$ cat src/rtl/ssd_scan_driver.sv
// Four-digit common-anode seven-segment scan driver with per-frame digit snapshot.
// Latency: anode/segment/DP are registered from the current (index, tick), one cycle behind.
// Backpressure: none; free-running scan, inputs are sampled once per frame.
//
// Ports:
//   i_CLK, i_RST             clock, asynchronous active-high reset
//   i_Digit_1_val..4_val     digit values, digit 1 is leftmost
//   i_DP_mask                decimal point enables, bit 3 = digit 1
//   i_Blank_Leading          suppress leading zeros on digits 1-3
//   o_Anode                  active-low digit enables, bit 3 = digit 1
//   o_Segment                active-low segments g..a
//   o_DP                     active-low decimal point
//   o_Frame_Start            one-cycle pulse after each snapshot
module ssd_scan_driver #(
  parameter int c_REFRESH_DIV = 100000,
  parameter int c_DEAD_CYCLES = 1000
) (
  input  logic       i_CLK,
  input  logic       i_RST,
  input  logic [3:0] i_Digit_1_val,
  input  logic [3:0] i_Digit_2_val,
  input  logic [3:0] i_Digit_3_val,
  input  logic [3:0] i_Digit_4_val,
  input  logic [3:0] i_DP_mask,
  input  logic       i_Blank_Leading,
  output logic [3:0] o_Anode,
  output logic [6:0] o_Segment,
  output logic       o_DP,
  output logic       o_Frame_Start
);

  localparam int TW = (c_REFRESH_DIV > 1) ? $clog2(c_REFRESH_DIV) : 1;
  localparam logic [TW-1:0] TICK_LAST = TW'(c_REFRESH_DIV - 1);

  logic [TW-1:0]     tick_q, tick_d;
  logic [1:0]        idx_q, idx_d;
  logic [3:0][3:0]   dig_q, dig_d;     // [0] = digit 1 ... [3] = digit 4
  logic [3:0]        dpm_q, dpm_d;
  logic              bl_q, bl_d;
  logic [3:0]        anode_q, anode_d;
  logic [6:0]        seg_q, seg_d;
  logic              dp_q, dp_d;
  logic              fs_q;

  logic              snap_en;
  logic              in_dead;
  logic [3:0]        blank;
  logic              lit;

  // Hex to active-low g..a segment pattern.
  function automatic logic [6:0] decode(input logic [3:0] v);
    logic [6:0] s;
    case (v)
      4'h0: s = 7'b1000000;
      4'h1: s = 7'b1111001;
      4'h2: s = 7'b0100100;
      4'h3: s = 7'b0110000;
      4'h4: s = 7'b0011001;
      4'h5: s = 7'b0010010;
      4'h6: s = 7'b0000010;
      4'h7: s = 7'b1111000;
      4'h8: s = 7'b0000000;
      4'h9: s = 7'b0010000;
      4'hA: s = 7'b0001000;
      4'hB: s = 7'b0000011;
      4'hC: s = 7'b1000110;
      4'hD: s = 7'b0100001;
      4'hE: s = 7'b0000110;
      default: s = 7'b0001110;
    endcase
    return s;
  endfunction

  generate
    if (c_DEAD_CYCLES == 0) begin : g_no_dead
      assign in_dead = 1'b0;
    end else begin : g_dead
      assign in_dead = (tick_q < TW'(c_DEAD_CYCLES));
    end
  endgenerate

  always_comb begin
    snap_en = (tick_q == '0) && (idx_q == 2'd0);

    // Snapshot mux: the display path uses the post-snapshot values so that a
    // zero dead time still shows fresh data in the first slot of the frame.
    dig_d = dig_q;
    dpm_d = dpm_q;
    bl_d  = bl_q;
    if (snap_en) begin
      dig_d[0] = i_Digit_1_val;
      dig_d[1] = i_Digit_2_val;
      dig_d[2] = i_Digit_3_val;
      dig_d[3] = i_Digit_4_val;
      dpm_d    = i_DP_mask;
      bl_d     = i_Blank_Leading;
    end

    if (tick_q == TICK_LAST) begin
      tick_d = '0;
      idx_d  = idx_q + 2'd1;
    end else begin
      tick_d = tick_q + 1'b1;
      idx_d  = idx_q;
    end

    // A digit is a leading zero only if every digit to its left is too.
    blank[0] = bl_d && (dig_d[0] == 4'd0);
    blank[1] = blank[0] && (dig_d[1] == 4'd0);
    blank[2] = blank[1] && (dig_d[2] == 4'd0);
    blank[3] = 1'b0;

    lit = !in_dead && !blank[idx_q];

    anode_d = 4'b1111;
    seg_d   = 7'b1111111;
    dp_d    = 1'b1;
    if (lit) begin
      anode_d = ~(4'b1000 >> idx_q);
      seg_d   = decode(dig_d[idx_q]);
      dp_d    = ~dpm_d[2'd3 - idx_q];
    end
  end

  always_ff @(posedge i_CLK or posedge i_RST) begin
    if (i_RST) begin
      tick_q  <= '0;
      idx_q   <= 2'd0;
      dig_q   <= '0;
      dpm_q   <= 4'd0;
      bl_q    <= 1'b0;
      anode_q <= 4'b1111;
      seg_q   <= 7'b1111111;
      dp_q    <= 1'b1;
      fs_q    <= 1'b0;
    end else begin
      tick_q  <= tick_d;
      idx_q   <= idx_d;
      dig_q   <= dig_d;
      dpm_q   <= dpm_d;
      bl_q    <= bl_d;
      anode_q <= anode_d;
      seg_q   <= seg_d;
      dp_q    <= dp_d;
      fs_q    <= snap_en;
    end
  end

  assign o_Anode       = anode_q;
  assign o_Segment     = seg_q;
  assign o_DP          = dp_q;
  assign o_Frame_Start = fs_q;

endmodule

$ cat config.mk
export PLATFORM = sky130hd
export DESIGN_NAME = ssd_scan_driver
export DESIGN_NICKNAME = d
export VERILOG_FILES = /design/src/rtl/ssd_scan_driver.sv
export SDC_FILE = /design/constraint.sdc
export NUM_CORES = 1
export LEC_CHECK = 0
export BUFFER_PORTS_ARGS = -buffer_cell sky130_fd_sc_hd__buf_4
export CAP_MARGIN = 15
export CORE_MARGIN = 4
export CORE_UTILIZATION = 33
export DETAILED_ROUTE_END_ITERATION = 7
export PLACE_DENSITY = 0.52
export SKIP_LAST_GASP = 1
export SLEW_MARGIN = 5
export SYNTH_ARGS = -nofsm -noshare
export SYNTH_HDL_FRONTEND = slang
export SYNTH_SLANG_ARGS = --single-unit
$ cat constraint.sdc
create_clock -name i_CLK -period 6.4 [get_ports i_CLK]
set_clock_uncertainty 0.05 [all_clocks]
set_input_delay 0.64 -clock i_CLK [delete_from_list [all_inputs] [get_ports i_CLK]]
set_output_delay 0.64 -clock i_CLK [all_outputs]
set_load 0.01 [all_outputs]
* Word level (Yosys, flattened, before mapping)
Memories as Yosys holds them, arrays and structs flattened.
Cells that the tools add are included.
** Word-level totals
- ROM bits :: 112
- Input port bits :: 23
- Memories :: 1
- Output and inout port bits :: 13
- Register bits after elaboration :: 53
- Logic and storage cells :: 48
** Memories
- (no name shown) :: depth 16, width 7, rd ports 1, clocked after Yosys merged registers in 0, wr ports 0, line 53 : case (v)
** Operators by class
- Multiplexer cells :: 13
- Bitwise gates (word level) :: 2
- Eq/ne operators :: 1
- Reduce and logical (&&, ||, !) cells :: 12
- Shift operators :: 1
- Add/subtract/negate cells :: 3
- Order comparisons :: 3
** Operator list (count)
- adder 17 x 1 -> 17 bit, second input constant :: 1
- == test 17 bit, second input constant :: 1
- zero test 17 bit :: 1
- < comparator 17 x 10 -> 1 bit, second input constant :: 1
- 2-to-1 mux 17 bit :: 1
- 2-to-1 mux 16 bit :: 1
- zero test 4 bit :: 3
- 2-to-1 mux 4 bit :: 3
- binary-select mux 4 bit (select 2 bit) :: 1
- 2-to-1 mux 7 bit :: 1
- < comparator 2 x 3 -> 1 bit, second input constant :: 2
- logical AND 1 bit :: 5
- binary-select mux 1 bit (select 2 bit) :: 2
- 2-to-1 mux 1 bit :: 4
- NOT 4 bit :: 1
- right shift 4 x 2 -> 4 bit, first input constant :: 1
- adder 2 x 1 -> 2 bit, second input constant :: 1
- zero test 1 bit :: 2
- zero test 2 bit :: 1
- subtractor 2 bit, first input constant :: 1
- NOT 1 bit :: 1

* Logic depth before layout (Yosys ltp)
Gate-level depths: netlist of run 1.
- Word-level depth :: 12
- Depth in mapped cells :: 15

* Worst setup path before layout of run 1
No wires, ideal clock.
- Path kind :: reg2reg
- Start point :: register idx_q[0]
- End point :: register seg_q[0] (netlist: o_Segment[0])
- Required time :: 6.267 ns
- Setup slack :: 2.612 ns
- Arrival :: 3.654 ns
- Clock period less this slack :: 3.788 ns
- Cell stages (with the launch flop) :: 16
- Cell sequence :: dfrtp_1 -> clkbuf_1 -> clkinv_1 -> ha_1 -> nor3b_1 -> and4_4 -> nand2_4 -> mux4_1 -> mux2i_4 -> inv_1 -> ha_1 -> inv_1 -> nor3_1 -> a211o_1 -> a32oi_1 -> o21ai_1
** On the way
- Word-level cells in the longest chain between the ends :: 12
- Elaborated cells between the ends (all ways) :: 18
- Those cells by class :: 7 x mux; 10 x reduce/logical; 1 x memory
** RTL lines
- start, declared :: line 36 : logic [1:0] idx_q, idx_d;
- start signal, assigned :: line 138 : idx_q <= idx_d;
- parallel branches: the longest is 11 deep, another holds memory (16 x 7 bit)
- 2-to-1 mux 7 bit * :: line 118 : if (lit) begin
- net seg_d[0] :: line 41 : logic [6:0] seg_q, seg_d;
- end signal, assigned :: line 143 : seg_q <= seg_d;
- end, declared :: line 41
Mark *: on every way through the listed nets, which the timed path passes. The select of a mux whose other input is x is not followed.
A chain may end at the register's enable or synchronous reset.

* Worst setup path in the final report of run 1
- Start point :: register idx_q[1]
- End point :: register seg_q[0] (netlist: o_Segment[0])
Same word-level chain as after synthesis.

==> results of run 1 <==
-- power groups by stage --
stage	sequential (mW)	clock [mW]	combinational (mW)
2_1_floorplan	0.351	0	0.0300
3_3_place_gp	0.353	0	0.0516
3_5_place_dp	0.352	0	0.0517
4_1_cts	0.346	0.201	0.0519
5_1_grt	0.347	0.214	0.0567
6_report	0.346	0.190	0.0509
-- state kept, by name, summed over array words and instances (netlist names) --
name and flops:
dpm_q 4, o_Anode 4, idx_q 2, o_Segment 7, dig_q 16, bl_q 1, tick_q 17, o_Frame_Start 1
o_DP 1
-- cell type report --
cell class / count / area, um^2 / area share
multi-input cells: 212 / 1450 / 0.434
repair buffers: 38 / 285 / 0.0856
flip-flops and latches: 53 / 1340 / 0.402
clock buffers: 7 / 86.3 / 0.0259
well taps: 105 / 131 / 0.0394
inverters: 11 / 41.3 / 0.0124
-- layer usage --
metal  routed length, um  up-vias  track usage
met4                  85        0       0.0429
met3                 240        7       0.0262
met2                3150       37        0.215
met5                   0        -            0
li1                    -     1071            -
met1                3060     1018        0.176
-- metrics by stage --
step / hold WS (ns) / area [um^2] / util
after floorplan: 0.379 / 2890 / -
after global placement: 0.405 / 3250 / 0.387
after detailed placement: 0.407 / 3250 / 0.387
after CTS: 0.430 / 3330 / 0.398
after global routing: 0.442 / 3330 / 0.398
final: 0.427 / 3330 / 0.398
-- cells by family after synthesis --
family | after synthesis | synth area share
DFF | 53 | 0.465
AOI/OAI and AO/OA | 36 | 0.0863
muxes | 17 | 0.0997
adders and majority gates | 12 | 0.0520
buffers and inverters | 22 | 0.0338
xor gates and xnor gates | 15 | 0.0455
and+or+nand+nor | 132 | 0.218
-- final timing paths --
path / from / to / slack (ns) / depth (start not counted)
min in group asynchronous: i_RST / dig_q[12]$_DFF_PP0_ / 0.47 / 3
max: idx_q[1]$_DFFE_PP0N_ / o_Segment[0]$_DFF_PP1_ / 2.12 / 14
min reg2reg: dpm_q[1]$_DFF_PP0_ / dpm_q[1]$_DFF_PP0_ / 0.43 / 2
min: dpm_q[1]$_DFF_PP0_ / dpm_q[1]$_DFF_PP0_ / 0.43 / 2
max reg2reg: idx_q[1]$_DFFE_PP0N_ / o_Segment[0]$_DFF_PP1_ / 2.12 / 14
max in group asynchronous: i_RST / tick_q[12]$_DFF_PP0_ / 5.39 / 3
-- worst max-delay path: stages, from the launching register on --
cell      delay, ns
dfrtp_1        0.71
clkinv_1       0.41
ha_1           0.31
nor3b_1        0.16
and4_4         0.22
nand2_4        0.23
mux4_1         0.65
mux2i_4        0.28
inv_1          0.11
ha_1           0.24
inv_1          0.15
nor3_1         0.08
a211o_1        0.29
a32oi_1        0.19
o21ai_1        0.09
-- layout by cell type (no fill, tap or decap), drive strengths merged, types with 7 or more instances in the layout --
cell    Yosys  final
nand3      10     10
inv         9      9
xor2        8      8
o21ai       7      7
a21oi       7      7
dfstp      12     12
ha         12     12
nor4        7      7
xnor2       7      7
nor2       11     11
buf         7     38
dfrtp      41     41
nand2      78     78
clkbuf      4      7
==> metrics.md, run 1 <==
| Metric | Value |
|---|---|
| CTS Root Cell | clkbuf_8 |
| Switching portion of total power | 0.232 |
| Max Buffers Root-to-Sink | 2 |
| Clock Pin Slew Worst Setup and Hold Paths | 0.09 ns |
| Startpoint Class | flip-flop |
| Largest area contributor in the netlist | dfrtp_1 |
| H-tree levels | 2 |
| Clk sink count | 53 |
| Final std cells w/o fill | 426 |
| Data required time at the worst endpoint | 6.56 ns |
| Vias in the first global route | 2120 |
| Setup ws final | 2.12 ns |
| Mapped Cells | 287 |
| Fillers | 841 |
| Power, Total | 0.587 mW |
| Setup violators final | 0 |
| Post-synth EDFFs | 0 |
| Most common cell in the netlist | nand2_1 |
| Worst EP arrival | 4.44 ns |
| WL final | 6530 um |
| Fin. Hold Viols | 0 |
| # resized after CTS | 0 |
| Initial DRT Pass Iterations | 4 |
| Slew Limit Fails | 0 |
| Critical path type | reg -> reg |
| RSZ-0062 raised after global routing | no |
| Final HPWL DP | 4850 um |
| Die area | 10300 um^2 |
| Routed len/inst | 15.3 um |
| Gr ovfl total | 0 |
| Post-synthesis async set-or-reset flop share | 1.00 |
| Port buffer count | 35 |
| Post-route ant nets | 0 |
| All-layer global routing usage | 0.132 |
| Most frequent cells after synthesis | nand2_1, dfrtp_1, dfstp_2, ha_1, nor2_1 |
| Slew HR | 0.387 |
| Drt via density | 5.01 |
| Largest net degree at the start of global routing | 54 |
| Part of the power in registers | 0.590 |
| Critical Path Sink Type | flip-flop |
| Pleak | 1.51 nW |
| Setup TNS | 0 ns |
| TritonCTS clock tree | yes |
| Max FO, Critical Path | 22 |
| Worst-Skew Late Latency | 0.30 ns |
| Setup bufs post-CTS | 0 |
| Max_cap viols | 0 |
| Inst Count DP | 419 |
| Run status | complete, no violations |
| Ports | 36 |
| Crit share post-route | 0.668 |
| Mapped Nets | 322 |
| Combinational power share | 0.087 |
| Synth top area share | 0.355 |
| Peak VDD IR | 101 uV |
| Netlist cell types | 55 |
| Initial antenna violation count | 0 |
| First-pass GRT wire length | 10700 um |
| Final net count | 356 |
| Main flop type after synthesis | dfrtp_1 |
| Die Wd | 102 um |
| Fmax | 234 MHz |
| Placeable Area | 8380 um^2 |
| Die Ht | 102 um |
| Antenna cells | 0 |
| Slew of the pin with the lowest slew margin | 0.911 ns |
| Num CTS Buffers | 5 |
| Pre-CTS WS | 2.13 ns |
| # hold bufs at CTS | 0 |
| FF+latch count, synth | 53 |
| Placer Congestion | 0.839 |
| Clock power share | 0.323 |
| Ranking of synthesized cells by area | dfrtp_1, dfstp_2, nand2_1 |
| Via count | 2133 |
| Fin crit period | 4.28 ns |
| PwrDens | 176 nW/um^2 |
| Net Sw Power | 0.136 mW |
| Initial DRC Count | 90 |
| Power Internal | 0.450 mW |
| Initial core utilization | 0.344 |
| Syn Std Cell Area | 2890 um^2 |
| Yosys warnings | 0 |
| Sequential area share after synthesis | 0.465 |
| Post-synthesis area per instance | 10.1 um^2 |
| DRC | 0 |
| Site row count | 33 |
| Area delta synth->final | 15.5% |
| Hold/Removal Path Class | reg -> reg |
| Fraction of layout cells with a size suffix above 1 | 0.227 |
Power figures use the tool's default switching activity.
==> inputs of run 2 (changes only) <==
==> constraint.sdc (replaced) <==
create_clock -name i_CLK -period 4 [get_ports i_CLK]
set_clock_uncertainty 0.05 [all_clocks]
set_input_delay 0.4 -clock i_CLK [delete_from_list [all_inputs] [get_ports i_CLK]]
set_output_delay 0.4 -clock i_CLK [all_outputs]
set_load 0.01 [all_outputs]
==> metrics.md, run 2 (synthesis gave the netlist of run 1 again) <==
| Metric | Value |
|---|---|
| Run status | complete, no violations (unchanged) |
| H-tree levels | 2 (unchanged) |
| Largest register FFs | 17 (unchanged) |
| Initial DRC Count | 85 (was 90) |
| Final Cell Area | 3420 um^2 (was 3330 um^2) |
| Setup bufs post-CTS | 0 (unchanged) |
| CTS Root Cell | clkbuf_8 (unchanged) |
| Max Buffers Root-to-Sink | 2 (unchanged) |
| TritonCTS clock tree | yes (unchanged) |
| PwrDens | 312 nW/um^2 (was 176 nW/um^2) |
| Post-route ant nets | 0 (unchanged) |
| Fillers | 837 (was 841) |
| Fraction of layout cells with a size suffix above 1 | 0.245 (was 0.227) |
| Die Ht | 102 um (unchanged) |
| Setup violators final | 0 (unchanged) |
| All-layer global routing usage | 0.136 (was 0.132) |
| Part of the power in registers | 0.518 (was 0.590) |
| Core Util, Final | 0.408 (was 0.398) |
| Register-to-Register Path Depth | 14 (unchanged) |
| Initial DRT Pass Iterations | 4 (unchanged) |
| Via count | 2151 (was 2133) |
| Critical path type | reg -> reg (unchanged) |
| First-pass GRT wire length | 11000 um (was 10700 um) |
| Switching portion of total power | 0.221 (was 0.232) |
| Power Internal | 0.832 mW (was 0.450 mW) |
| Slew Limit Fails | 0 (unchanged) |
| Peak VDD IR | 201 uV (was 101 uV) |
| Placeable Area | 8380 um^2 (unchanged) |
| DRC | 0 (unchanged) |
| Num CTS Buffers | 5 (unchanged) |
| Slew HR | 0.590 (was 0.387) |
| Clock power share | 0.405 (was 0.323) |
| Worst EP arrival | 3.68 ns (was 4.44 ns) |
| Antenna cells | 0 (unchanged) |
| Fmax | 285 MHz (was 234 MHz) |
| Pleak | 1.55 nW (was 1.51 nW) |
| Site row count | 33 (unchanged) |
| Final HPWL DP | 5000 um (was 4850 um) |
| Gr ovfl total | 0 (unchanged) |
| Final std cells w/o fill | 432 (was 426) |
| RSZ-0062 raised after global routing | no (unchanged) |
| Most common cell after layout, fill and taps aside | nand2_1 (unchanged) |
| Initial antenna violation count | 0 (unchanged) |
| Port buffer count | 35 (unchanged) |
| Drt via density | 4.98 (was 5.01) |
| Die area | 10300 um^2 (unchanged) |
| Largest register by flop count | tick_q (unchanged) |
| Initial core utilization | 0.344 (unchanged) |
| Routed len/inst | 15.3 um (about the same) |
| DR WL met3 | 261 um (was 240 um) |
| Clock Pin Slew Worst Setup and Hold Paths | 0.11 ns (was 0.09 ns) |
| # hold bufs at CTS | 0 (unchanged) |
| Clk sink count | 53 (unchanged) |
| Vias in the first global route | 2121 (was 2120) |
| # resized after CTS | 0 (unchanged) |
| Slew of the pin with the lowest slew margin | 0.610 ns (was 0.911 ns) |
| Largest net degree at the start of global routing | 32 (was 54) |
| Area delta synth->final | 18.4% (was 15.5%) |
| Startpoint Class | flip-flop (unchanged) |
| Combinational power share | 0.076 (was 0.087) |
| Wire length on met1 | 3180 um (was 3060 um) |
| Reg2reg end | o_Segment[0]$_DFF_PP1_ (unchanged) |
| Fin. Hold Viols | 0 (unchanged) |
| WL met2 | 3080 um (was 3150 um) |
| Worst-Skew Late Latency | 0.31 ns (was 0.30 ns) |
| Crit share post-route | 0.876 (was 0.668) |
| Highest routed layer | met4 (unchanged) |
| Flop-to-flop setup slack | 0.49 ns (was 2.12 ns) |
| Max FO, Critical Path | 22 (unchanged) |
| R2R Path Start | idx_q[0]$_DFFE_PP0N_ (was idx_q[1]$_DFFE_PP0N_) |
| Final net count | 361 (was 356) |
| Critical path startpoint | idx_q[0]$_DFFE_PP0N_ (was idx_q[1]$_DFFE_PP0N_) |
| Power, Total | 1.07 mW (was 0.587 mW) |
| Data required time at the worst endpoint | 4.18 ns (was 6.56 ns) |
| Net Sw Power | 0.236 mW (was 0.136 mW) |
| Setup TNS | 0 ns (unchanged) |
| Setup crit end | o_Segment[0]$_DFF_PP1_ (unchanged) |
| Placer Congestion | 0.819 (was 0.839) |
| Ports | 36 (unchanged) |
| Most frequent cells in the layout | nand2_1, buf_4, dfrtp_1 (was nand2_1, dfrtp_1, buf_4) |
| Fin crit period | 3.51 ns (was 4.28 ns) |
| WL final | 6610 um (was 6530 um) |
| Max_cap viols | 0 (unchanged) |
| Hold/Removal Path Class | in -> async (was reg -> reg) |
| DP Area | 3280 um^2 (was 3250 um^2) |
| Inst Count DP | 424 (was 419) |
| Critical Path Sink Type | flip-flop (unchanged) |
| Die Wd | 102 um (unchanged) |
==> run 2: power groups by stage <==
stage,Sequential [mW],Clock (mW),Combinational (mW)
floorplan,0.561,0,0.0480
global placement,0.564,0,0.0825
detailed placement,0.563,0,0.0834
CTS,0.554,0.447,0.0834
global route,0.555,0.466,0.0926
finish,0.554,0.433,0.0817
==> run 2: metal layers <==
metal / vias to the layer above / GRT usage
met3: 6 / 0.0255
met4: 0 / 0.0368
met2: 35 / 0.213
met5: - / 0
met1: 1033 / 0.194
li1: 1077 / -
==> run 2: how the worst min path moves through the flow <==
stage               slack (ns)  cells past startpoint           startpoint                      end
CTS                       0.08                      2                i_RST      tick_q[3]$_DFF_PP0_
finish                    0.06                      2                i_RST  o_Frame_Start$_DFF_PP0_
global route               0.1                      2                i_RST      tick_q[3]$_DFF_PP0_
floorplan                 0.38                      2   dpm_q[3]$_DFF_PP0_       dpm_q[3]$_DFF_PP0_
global placement          0.40                      2  dig_q[13]$_DFF_PP0_      dig_q[13]$_DFF_PP0_
detailed placement        0.41                      2   dpm_q[1]$_DFF_PP0_       dpm_q[1]$_DFF_PP0_
==> run 2: worst max-delay path, cell delays in order, from the launching register on <==
cell      delay, ns
dfrtp_1        0.39
clkinv_1       0.06
ha_1           0.16
nor3b_1        0.29
and4_4         0.32
nand2_4        0.17
mux4_1         0.55
mux2i_4        0.28
inv_1          0.11
ha_1           0.24
inv_1          0.15
nor3_1         0.08
a211o_1        0.27
a32oi_1        0.19
o21ai_1        0.09
==> run 2: final cells by class <==
type                    count  area (um^2)  area share
clock buffers               5         68.8      0.0201
well taps                 105          131      0.0384
inverters                  11         41.3      0.0121
multi-input cells         212         1450       0.423
repair buffers             43          323      0.0944
clock inverters             3         65.1      0.0190
flip-flops and latches     53         1340       0.392
==> run 2: metrics by stage <==
step                setup slack [ns]  hold slack, ns
floorplan                      0.212           0.379
global placement               0.615           0.400
detailed placement             0.493           0.411
CTS                            0.482          0.0786
global route                   0.239          0.0993
finish                         0.494          0.0568
